$ cat src/rtl/pixel_probe_if.sv
// Probe-side bundle: VGA bus in/out, window position, enable and the per-frame result handshake.
// vga_bus layout: hcount[35:25] vcount[24:14] hsync[13] vsync[12] rgb[11:0].
interface pixel_probe_if;
    localparam int VGA_BUS_SIZE = 36;

    logic                    module_en;
    logic [9:0]              xpos;
    logic [9:0]              ypos;
    logic [VGA_BUS_SIZE-1:0] vga_bus_in;
    logic [VGA_BUS_SIZE-1:0] vga_bus_out;
    logic [15:0]             result_count;
    logic                    hit;
    logic                    result_valid;
    logic                    result_ack;
    logic                    overrun;

    modport master (
        output module_en, xpos, ypos, vga_bus_in, result_ack,
        input  vga_bus_out, result_count, hit, result_valid, overrun
    );

    modport slave (
        input  module_en, xpos, ypos, vga_bus_in, result_ack,
        output vga_bus_out, result_count, hit, result_valid, overrun
    );
endinterface

$ cat src/rtl/pixel_probe.sv
// Counts MATCH_COLOUR pixels inside a per-frame latched window; bus passes through with 1 cycle latency.
// Result is published on each vsync rising edge; an unacked result is overwritten and flagged in sticky overrun.
module pixel_probe #(
    parameter int unsigned PROBE_WIDTH   = 80,
    parameter int unsigned PROBE_HEIGHT  = 80,
    parameter logic [11:0] MATCH_COLOUR  = 12'h0F0,
    parameter int unsigned HIT_THRESHOLD = 1
) (
    input  logic         pclk,
    input  logic         rst,
    pixel_probe_if.slave bus
);
    localparam logic [10:0] W_WIDTH  = 11'(PROBE_WIDTH);
    localparam logic [10:0] W_HEIGHT = 11'(PROBE_HEIGHT);

    typedef enum logic [1:0] {IDLE, ARMED, ACCUM} state_t;

    state_t      r_state;
    logic        r_vsync_d;
    logic [9:0]  r_xpos_q;
    logic [9:0]  r_ypos_q;
    logic [15:0] r_acc;
    logic [15:0] r_result_count;
    logic        r_hit;
    logic        r_result_valid;
    logic        r_overrun;
    logic [35:0] r_bus;

    logic [10:0] w_hcount;
    logic [10:0] w_vcount;
    logic        w_vsync;
    logic [11:0] w_rgb;
    logic [10:0] w_x_end;
    logic [10:0] w_y_end;
    logic        w_fe;
    logic        w_match;

    assign w_hcount = bus.vga_bus_in[35:25];
    assign w_vcount = bus.vga_bus_in[24:14];
    assign w_vsync  = bus.vga_bus_in[12];
    assign w_rgb    = bus.vga_bus_in[11:0];

    // 11-bit window ends cannot wrap, so a window past the active area just clips
    assign w_x_end = {1'b0, r_xpos_q} + W_WIDTH;
    assign w_y_end = {1'b0, r_ypos_q} + W_HEIGHT;
    assign w_fe    = w_vsync & ~r_vsync_d;
    assign w_match = (w_hcount >= {1'b0, r_xpos_q}) && (w_hcount < w_x_end) &&
                     (w_vcount >= {1'b0, r_ypos_q}) && (w_vcount < w_y_end) &&
                     (w_rgb == MATCH_COLOUR);

    always_ff @(posedge pclk or negedge rst) begin
        if (!rst) begin
            r_bus     <= '0;
            r_vsync_d <= 1'b0;
        end else begin
            r_bus     <= bus.vga_bus_in;
            r_vsync_d <= w_vsync;
        end
    end

    always_ff @(posedge pclk or negedge rst) begin
        if (!rst) begin
            r_state        <= IDLE;
            r_acc          <= '0;
            r_xpos_q       <= '0;
            r_ypos_q       <= '0;
            r_result_count <= '0;
            r_hit          <= 1'b0;
            r_result_valid <= 1'b0;
            r_overrun      <= 1'b0;
        end else begin
            if (w_fe) begin
                r_xpos_q <= bus.xpos;
                r_ypos_q <= bus.ypos;
            end
            // a publish later in this block overrides the ack-driven clear
            if (r_result_valid && bus.result_ack) begin
                r_result_valid <= 1'b0;
            end
            if (!bus.module_en) begin
                r_state <= IDLE;
                r_acc   <= '0;
            end else begin
                case (r_state)
                    IDLE: begin
                        r_acc   <= '0;
                        r_state <= ARMED;
                    end
                    ARMED: begin
                        if (w_fe) begin
                            r_acc   <= '0;
                            r_state <= ACCUM;
                        end
                    end
                    ACCUM: begin
                        if (w_fe) begin
                            r_acc          <= '0;
                            r_result_count <= r_acc;
                            r_hit          <= ({16'h0, r_acc} >= 32'(HIT_THRESHOLD));
                            r_result_valid <= 1'b1;
                            if (r_result_valid && !bus.result_ack) begin
                                r_overrun <= 1'b1;
                            end
                        end else if (w_match && (r_acc != 16'hFFFF)) begin
                            r_acc <= r_acc + 16'd1;
                        end
                    end
                    default: r_state <= IDLE;
                endcase
            end
        end
    end

    assign bus.vga_bus_out  = r_bus;
    assign bus.result_count = r_result_count;
    assign bus.hit          = r_hit;
    assign bus.result_valid = r_result_valid;
    assign bus.overrun      = r_overrun;
endmodule
$ cat src/flat_wrapper.sv
// flat-port wrapper written by rule: the top's interface ports become plain ports
module pixel_probe_flat 
#(
    parameter int unsigned PROBE_WIDTH   = 80,
    parameter int unsigned PROBE_HEIGHT  = 80,
    parameter logic [11:0] MATCH_COLOUR  = 12'h0F0,
    parameter int unsigned HIT_THRESHOLD = 1
)
  (pclk, rst, bus_module_en, bus_xpos, bus_ypos, bus_vga_bus_in, bus_result_ack, bus_vga_bus_out, bus_result_count, bus_hit, bus_result_valid, bus_overrun);
  pixel_probe_if bus_i ();
  input  logic pclk;
  input  logic rst;
  input wire logic [$bits(bus_i.module_en)-1:0] bus_module_en;
  input wire logic [$bits(bus_i.xpos)-1:0] bus_xpos;
  input wire logic [$bits(bus_i.ypos)-1:0] bus_ypos;
  input wire logic [$bits(bus_i.vga_bus_in)-1:0] bus_vga_bus_in;
  input wire logic [$bits(bus_i.result_ack)-1:0] bus_result_ack;
  output wire logic [$bits(bus_i.vga_bus_out)-1:0] bus_vga_bus_out;
  output wire logic [$bits(bus_i.result_count)-1:0] bus_result_count;
  output wire logic [$bits(bus_i.hit)-1:0] bus_hit;
  output wire logic [$bits(bus_i.result_valid)-1:0] bus_result_valid;
  output wire logic [$bits(bus_i.overrun)-1:0] bus_overrun;
  assign bus_i.module_en = bus_module_en;
  assign bus_i.xpos = bus_xpos;
  assign bus_i.ypos = bus_ypos;
  assign bus_i.vga_bus_in = bus_vga_bus_in;
  assign bus_i.result_ack = bus_result_ack;
  assign bus_vga_bus_out = bus_i.vga_bus_out;
  assign bus_result_count = bus_i.result_count;
  assign bus_hit = bus_i.hit;
  assign bus_result_valid = bus_i.result_valid;
  assign bus_overrun = bus_i.overrun;
  pixel_probe #(.PROBE_WIDTH(PROBE_WIDTH), .PROBE_HEIGHT(PROBE_HEIGHT), .MATCH_COLOUR(MATCH_COLOUR), .HIT_THRESHOLD(HIT_THRESHOLD)) u_core (.pclk(pclk), .rst(rst), .bus(bus_i));
endmodule
$ cat config.mk
export PLATFORM = sky130hd
export DESIGN_NAME = pixel_probe_flat
export DESIGN_NICKNAME = d
export VERILOG_FILES = /design/src/rtl/pixel_probe_if.sv /design/src/rtl/pixel_probe.sv /design/src/flat_wrapper.sv
export SDC_FILE = /design/constraint.sdc
export NUM_CORES = 1
export LEC_CHECK = 0
export ABC_CLOCK_PERIOD_IN_PS = 2900
export BUFFER_PORTS_ARGS = -buffer_cell sky130_fd_sc_hd__clkbuf_2
export CAP_MARGIN = 10
export CELL_PAD_IN_SITES_DETAIL_PLACEMENT = 0
export CELL_PAD_IN_SITES_GLOBAL_PLACEMENT = 2
export CORE_MARGIN = 2
export CORE_UTILIZATION = 30
export DETAILED_ROUTE_END_ITERATION = 6
export GPL_TIMING_DRIVEN = 0
export HOLD_SLACK_MARGIN = 0.03
export PLACE_DENSITY_LB_ADDON = 0.08
export SLEW_MARGIN = 5
export SYNTH_ARGS = -nofsm -noshare
export SYNTH_HDL_FRONTEND = slang
export SYNTH_SLANG_ARGS = --single-unit
$ cat constraint.sdc
create_clock -name pclk -period 2.9 [get_ports pclk]
set_input_delay 0.725 -clock pclk [delete_from_list [all_inputs] [get_ports pclk]]
set_output_delay 0.725 -clock pclk [all_outputs]
set_load 0.1 [all_outputs]
==> impl_metrics.xml <==
<?xml version="1.0" encoding="UTF-8"?>
<metrics>
  <group name="place">
    <metric name="place.port_buffers" unit="">114</metric>
    <metric name="hpwlAfterDp" unit="mm">9.38</metric>
    <metric name="gp_routability_congestion" unit="">0.730</metric>
  </group>
  <group name="power">
    <metric name="internal-power" unit="W">0.00250</metric>
    <metric name="ir_worst_vdd" unit="V">0.000268</metric>
    <metric name="p_switching" unit="W">0.00103</metric>
    <metric name="power_switching_share" unit="">0.292</metric>
    <metric name="power.clock.fraction" unit="">0.406</metric>
    <metric name="power_frac_comb" unit="">0.195</metric>
    <metric name="power_leakage" unit="nW">2.86</metric>
    <metric name="report.power.total" unit="W">0.00353</metric>
    <metric name="power_frac_seq" unit="">0.400</metric>
    <metric name="power_density" unit="mW/mm2">593</metric>
  </group>
  <group name="final_layout">
    <metric name="fraction_of_layout_cells_with_a_size_suffix_above_1" unit="">0.314</metric>
    <metric name="antenna_cells" unit="">0</metric>
    <metric name="area.growth.synth_to_final" unit="%">30.6</metric>
    <metric name="layout.nets" unit="">661</metric>
    <metric name="layout.cells.most_common_list" unit="">sky130_fd_sc_hd__clkbuf_2 (113), sky130_fd_sc_hd__dfrtp_1 (91), sky130_fd_sc_hd__nand2_1 (53), sky130_fd_sc_hd__ha_1 (36), sky130_fd_sc_hd__inv_1 (32)</metric>
    <metric name="layout_commonest_cell" unit="">sky130_fd_sc_hd__clkbuf_2</metric>
    <metric name="fillCellCount" unit="">1568</metric>
    <metric name="utilization_of_the_core_after_routing" unit="">0.396</metric>
  </group>
  <group name="synth">
    <metric name="synth.yosys.seq_area_share" unit="">0.511</metric>
    <metric name="synth_warnings" unit="">0</metric>
    <metric name="synth_ff_type" unit="">sky130_fd_sc_hd__dfrtp_1</metric>
    <metric name="synth_enable_flop_cells" unit="">0</metric>
    <metric name="synth_async_sr_flop_share" unit="">1.00</metric>
    <metric name="ys_ff_latch" unit="">93</metric>
    <metric name="synth.lib_cells_used.distinct" unit="">51</metric>
    <metric name="syn_area_per_cell" unit="um2">10.6</metric>
    <metric name="post_synth_inst_count" unit="">430</metric>
    <metric name="mappedNetlistNets" unit="">529</metric>
    <metric name="post_synth_instance_area" unit="mm2">0.00456</metric>
  </group>
  <group name="global_route">
    <metric name="global_route.usage.total" unit="">0.161</metric>
    <metric name="antenna_found_initial" unit="">0</metric>
    <metric name="maximum_number_of_pins_on_one_net_before_global_route_repair" unit="">34</metric>
    <metric name="grt_first_pass_wirelength" unit="mm">19.9</metric>
    <metric name="first_global_vias" unit="">3672</metric>
    <metric name="grt_overflow_total" unit="">0</metric>
  </group>
  <group name="floorplan">
    <metric name="std_cell_rows" unit="">45</metric>
    <metric name="fp.dieArea" unit="mm2">0.0162</metric>
    <metric name="die_w" unit="um">127</metric>
    <metric name="start_util" unit="">0.303</metric>
    <metric name="floorplan.die.height" unit="um">127</metric>
    <metric name="design.portCount" unit="">115</metric>
    <metric name="coreArea" unit="mm2">0.0150</metric>
  </group>
  <group name="sta">
    <metric name="timing.slew.headroom" unit="">0.586</metric>
    <metric name="final-hold-violation-count" unit="">0</metric>
    <metric name="setup_slack_of_the_critical_path_after_layout" unit="ns">-0.00659</metric>
    <metric name="post-route-period-util" unit="">1.00</metric>
    <metric name="slew_viol_final" unit="">0</metric>
    <metric name="grt_setup_unrepaired" unit="">yes</metric>
    <metric name="setup_violations" unit="">2</metric>
    <metric name="max_clock_freq" unit="GHz">0.344</metric>
    <metric name="timing_worst_slew_pin_value" unit="ns">0.621</metric>
    <metric name="skew" unit="ns">0.00879</metric>
    <metric name="period_minus_slack" unit="ns">2.91</metric>
  </group>
  <group name="setup_path">
    <metric name="arrival" unit="ns">3.13</metric>
    <metric name="worstPathRequired" unit="ns">3.13</metric>
    <metric name="worst-path-max-fanout" unit="">5</metric>
    <metric name="critical_path_class" unit="">reg -&gt; reg</metric>
    <metric name="cpPeakStageDelay" unit="ns">0.45</metric>
    <metric name="critical_path.startpoint_type" unit="">register</metric>
    <metric name="path_cells" unit="">ha_4, o21ai_2, xnor2_1, ha_1, nand4_1, o22ai_2, or3_4, nor4_4, nand4b_1, buf_6, o211a_1, a211o_1</metric>
    <metric name="setup.worst_path.end_class" unit="">register</metric>
    <metric name="critical_path.slowest_cell" unit="">sky130_fd_sc_hd__dfrtp_2</metric>
  </group>
  <group name="worst_hold_path">
    <metric name="worstHoldPathType" unit="">in -&gt; async</metric>
  </group>
  <group name="routing">
    <metric name="post-route-drc-count" unit="">0</metric>
    <metric name="vias_per_cell" unit="">4.77</metric>
    <metric name="dr.first_iter.drc_count" unit="">152</metric>
    <metric name="detail_route.wirelength" unit="mm">12.2</metric>
    <metric name="vias" unit="">3605</metric>
    <metric name="antenna_left" unit="">0</metric>
    <metric name="detailedRoute.firstPassIterationCount" unit="">5</metric>
    <metric name="route.detailed.wl_per_inst" unit="um">16.2</metric>
  </group>
  <group name="clock_tree">
    <metric name="cts.sink_count" unit="">93</metric>
    <metric name="worst_skew_pair.late_latency" unit="ns">0.35</metric>
    <metric name="tritoncts" unit="">yes</metric>
    <metric name="cts-buffers-inserted" unit="">9</metric>
    <metric name="cts_max_level" unit="">3</metric>
    <metric name="root_buffer" unit="">sky130_fd_sc_hd__clkbuf_16</metric>
    <metric name="cts.path.max_buffers" unit="">2</metric>
    <metric name="clkSlewWorstSetupHoldPaths" unit="ns">0.06</metric>
  </group>
  <group name="flow_run">
    <metric name="cap_viol_max_count" unit="">0</metric>
  </group>
  <group name="status">
    <metric name="status" unit="">complete, but fails checks</metric>
    <metric name="failed_checks" unit="">setup timing</metric>
  </group>
</metrics>
## power by group through the flow
stage | Clock, W | Sequential [W] | Combinational (W)
after floorplan | 0 | 0.00162 | 0.000256
after global placement | 0 | 0.00142 | 0.000653
after detailed placement | 0 | 0.00142 | 0.000664
after CTS | 0.00148 | 0.00141 | 0.000691
after global routing | 0.00153 | 0.00142 | 0.000765
final | 0.00143 | 0.00141 | 0.000686
## state kept, by name, indices dropped and copies added (netlist names)
name and cells:
u_core.bus.vga_bus_out 36, u_core.bus.result_count 16, u_core.r_acc 16, u_core.r_xpos_q 10, u_core.r_ypos_q 10, u_core.r_state 2, u_core.bus.hit 1, u_core.bus.overrun 1
u_core.bus.result_valid 1
## cell families after synthesis
family                   synth area share
buffers and inverters              0.0390
adder cells (fa/ha/maj)             0.107
XOR/XNOR                           0.0154
AO/OA/AOI/OAI                       0.113
multiplexers                       0.0442
AND/OR/NAND/NOR                     0.171
flip-flops                          0.511
## synthesized netlist by cell type, types with 2 or more instances
master                      count  area [um2]
sky130_fd_sc_hd__and3_1         7        43.8
sky130_fd_sc_hd__xnor2_1        6        52.6
sky130_fd_sc_hd__inv_1         32         120
sky130_fd_sc_hd__nor3_1         5        25.0
sky130_fd_sc_hd__o21ai_0       25         125
sky130_fd_sc_hd__nand2_1       53         199
sky130_fd_sc_hd__dfrtp_1       93        2330
sky130_fd_sc_hd__a21o_1         2        15.0
sky130_fd_sc_hd__a2111oi_0      3        26.3
sky130_fd_sc_hd__or4_1          8        60.1
sky130_fd_sc_hd__clkbuf_1      11        41.3
sky130_fd_sc_hd__o21ai_1        3        15.0
sky130_fd_sc_hd__nand3_1       18        90.1
sky130_fd_sc_hd__nand4_1        8        50.1
sky130_fd_sc_hd__o211a_1        2        20.0
sky130_fd_sc_hd__nor4_1         9        56.3
sky130_fd_sc_hd__nor2_1        13        48.8
sky130_fd_sc_hd__xor2_1         2        17.5
sky130_fd_sc_hd__ha_1          39         488
sky130_fd_sc_hd__nor2b_1        8        50.1
sky130_fd_sc_hd__o311ai_0       2        17.5
sky130_fd_sc_hd__o2111ai_1      2        17.5
sky130_fd_sc_hd__or3_1          2        12.5
sky130_fd_sc_hd__a211o_1        2        17.5
sky130_fd_sc_hd__nand2b_1       4        25.0
sky130_fd_sc_hd__nand4b_1       3        26.3
sky130_fd_sc_hd__nor4b_1        2        17.5
sky130_fd_sc_hd__mux2_2        17         191
sky130_fd_sc_hd__o211ai_1      10        75.1
sky130_fd_sc_hd__a22oi_1        4        30.0
sky130_fd_sc_hd__a21oi_1       15        75.1
## per-stage QoR
stage | setup TNS, ns | setup slack, ns | cells | hold slack [ns] | cell area, um2
finish | -0.0119 | -0.00659 | 755 | 0.331 | 5950
global route | -1.89 | -0.224 | 755 | 0.360 | 5950
CTS | -0.103 | -0.0378 | 754 | 0.340 | 5910
detailed placement | -5.32 | -0.516 | 734 | 0.456 | 5410
global placement | -16.29 | -0.497 | 732 | 0.449 | 5360
floorplan | 0 | 0.0280 | 430 | 0.429 | 4560
## per-layer routing
| layer | GRT usage | part of all wire | up-vias | wire, um |
|---|---|---|---|---|
| met4 | 0.0465 | 0.010 | 0 | 125 |
| met2 | 0.276 | 0.51 | 68 | 6250 |
| met5 | 0 | 0 | - | 0 |
| li1 | - | - | 1814 | - |
| met1 | 0.197 | 0.44 | 1712 | 5400 |
| met3 | 0.0448 | 0.038 | 11 | 468 |
## critical path: cells and delay by family (launching register included)
kind	cells	cell delay, ns
and+or+nand+nor	4	0.86
AOI/OAI and AO/OA	4	0.70
adders and majority gates	2	0.46
DFF	1	0.45
buffers and inverters	1	0.18
xor gates and xnor gates	1	0.14
## layout make-up
cell class,count,area [um2],area share
well taps,188,235,0.0395
multi-input cells,291,2180,0.366
clock buffers,9,225,0.0379
inverters,32,120,0.0202
clock inverters,7,138,0.0231
plain buffers,14,75.1,0.0126
repair buffers,121,651,0.109
flip-flops and latches,93,2330,0.392
## worst paths after layout
path | startpoint | to | slack, ns | cells after the start
worst max-delay path | u_core.r_ypos_q[5] | u_core.r_acc[8] | -0.007 | 12
worst min-delay path | rst | u_core.bus.result_valid | 0.33 | 1
worst max register to register | u_core.r_ypos_q[5] | u_core.r_acc[8] | -0.007 | 12
worst min register to register | u_core.bus.overrun | u_core.bus.overrun | 0.47 | 1
max in group asynchronous | rst | u_core.r_ypos_q[4] | 1.78 | 3
min in group pclk | u_core.bus.overrun | u_core.bus.overrun | 0.47 | 1
## repair_timing
item	CTS	global route
cloned	1	0
pin swaps	15	6
gates resized for setup	27	7
setup endpoints to repair	16	16
buffers inserted	3	2
hold buffers	0	0
Note: power is estimated with default switching activity, not from simulation.
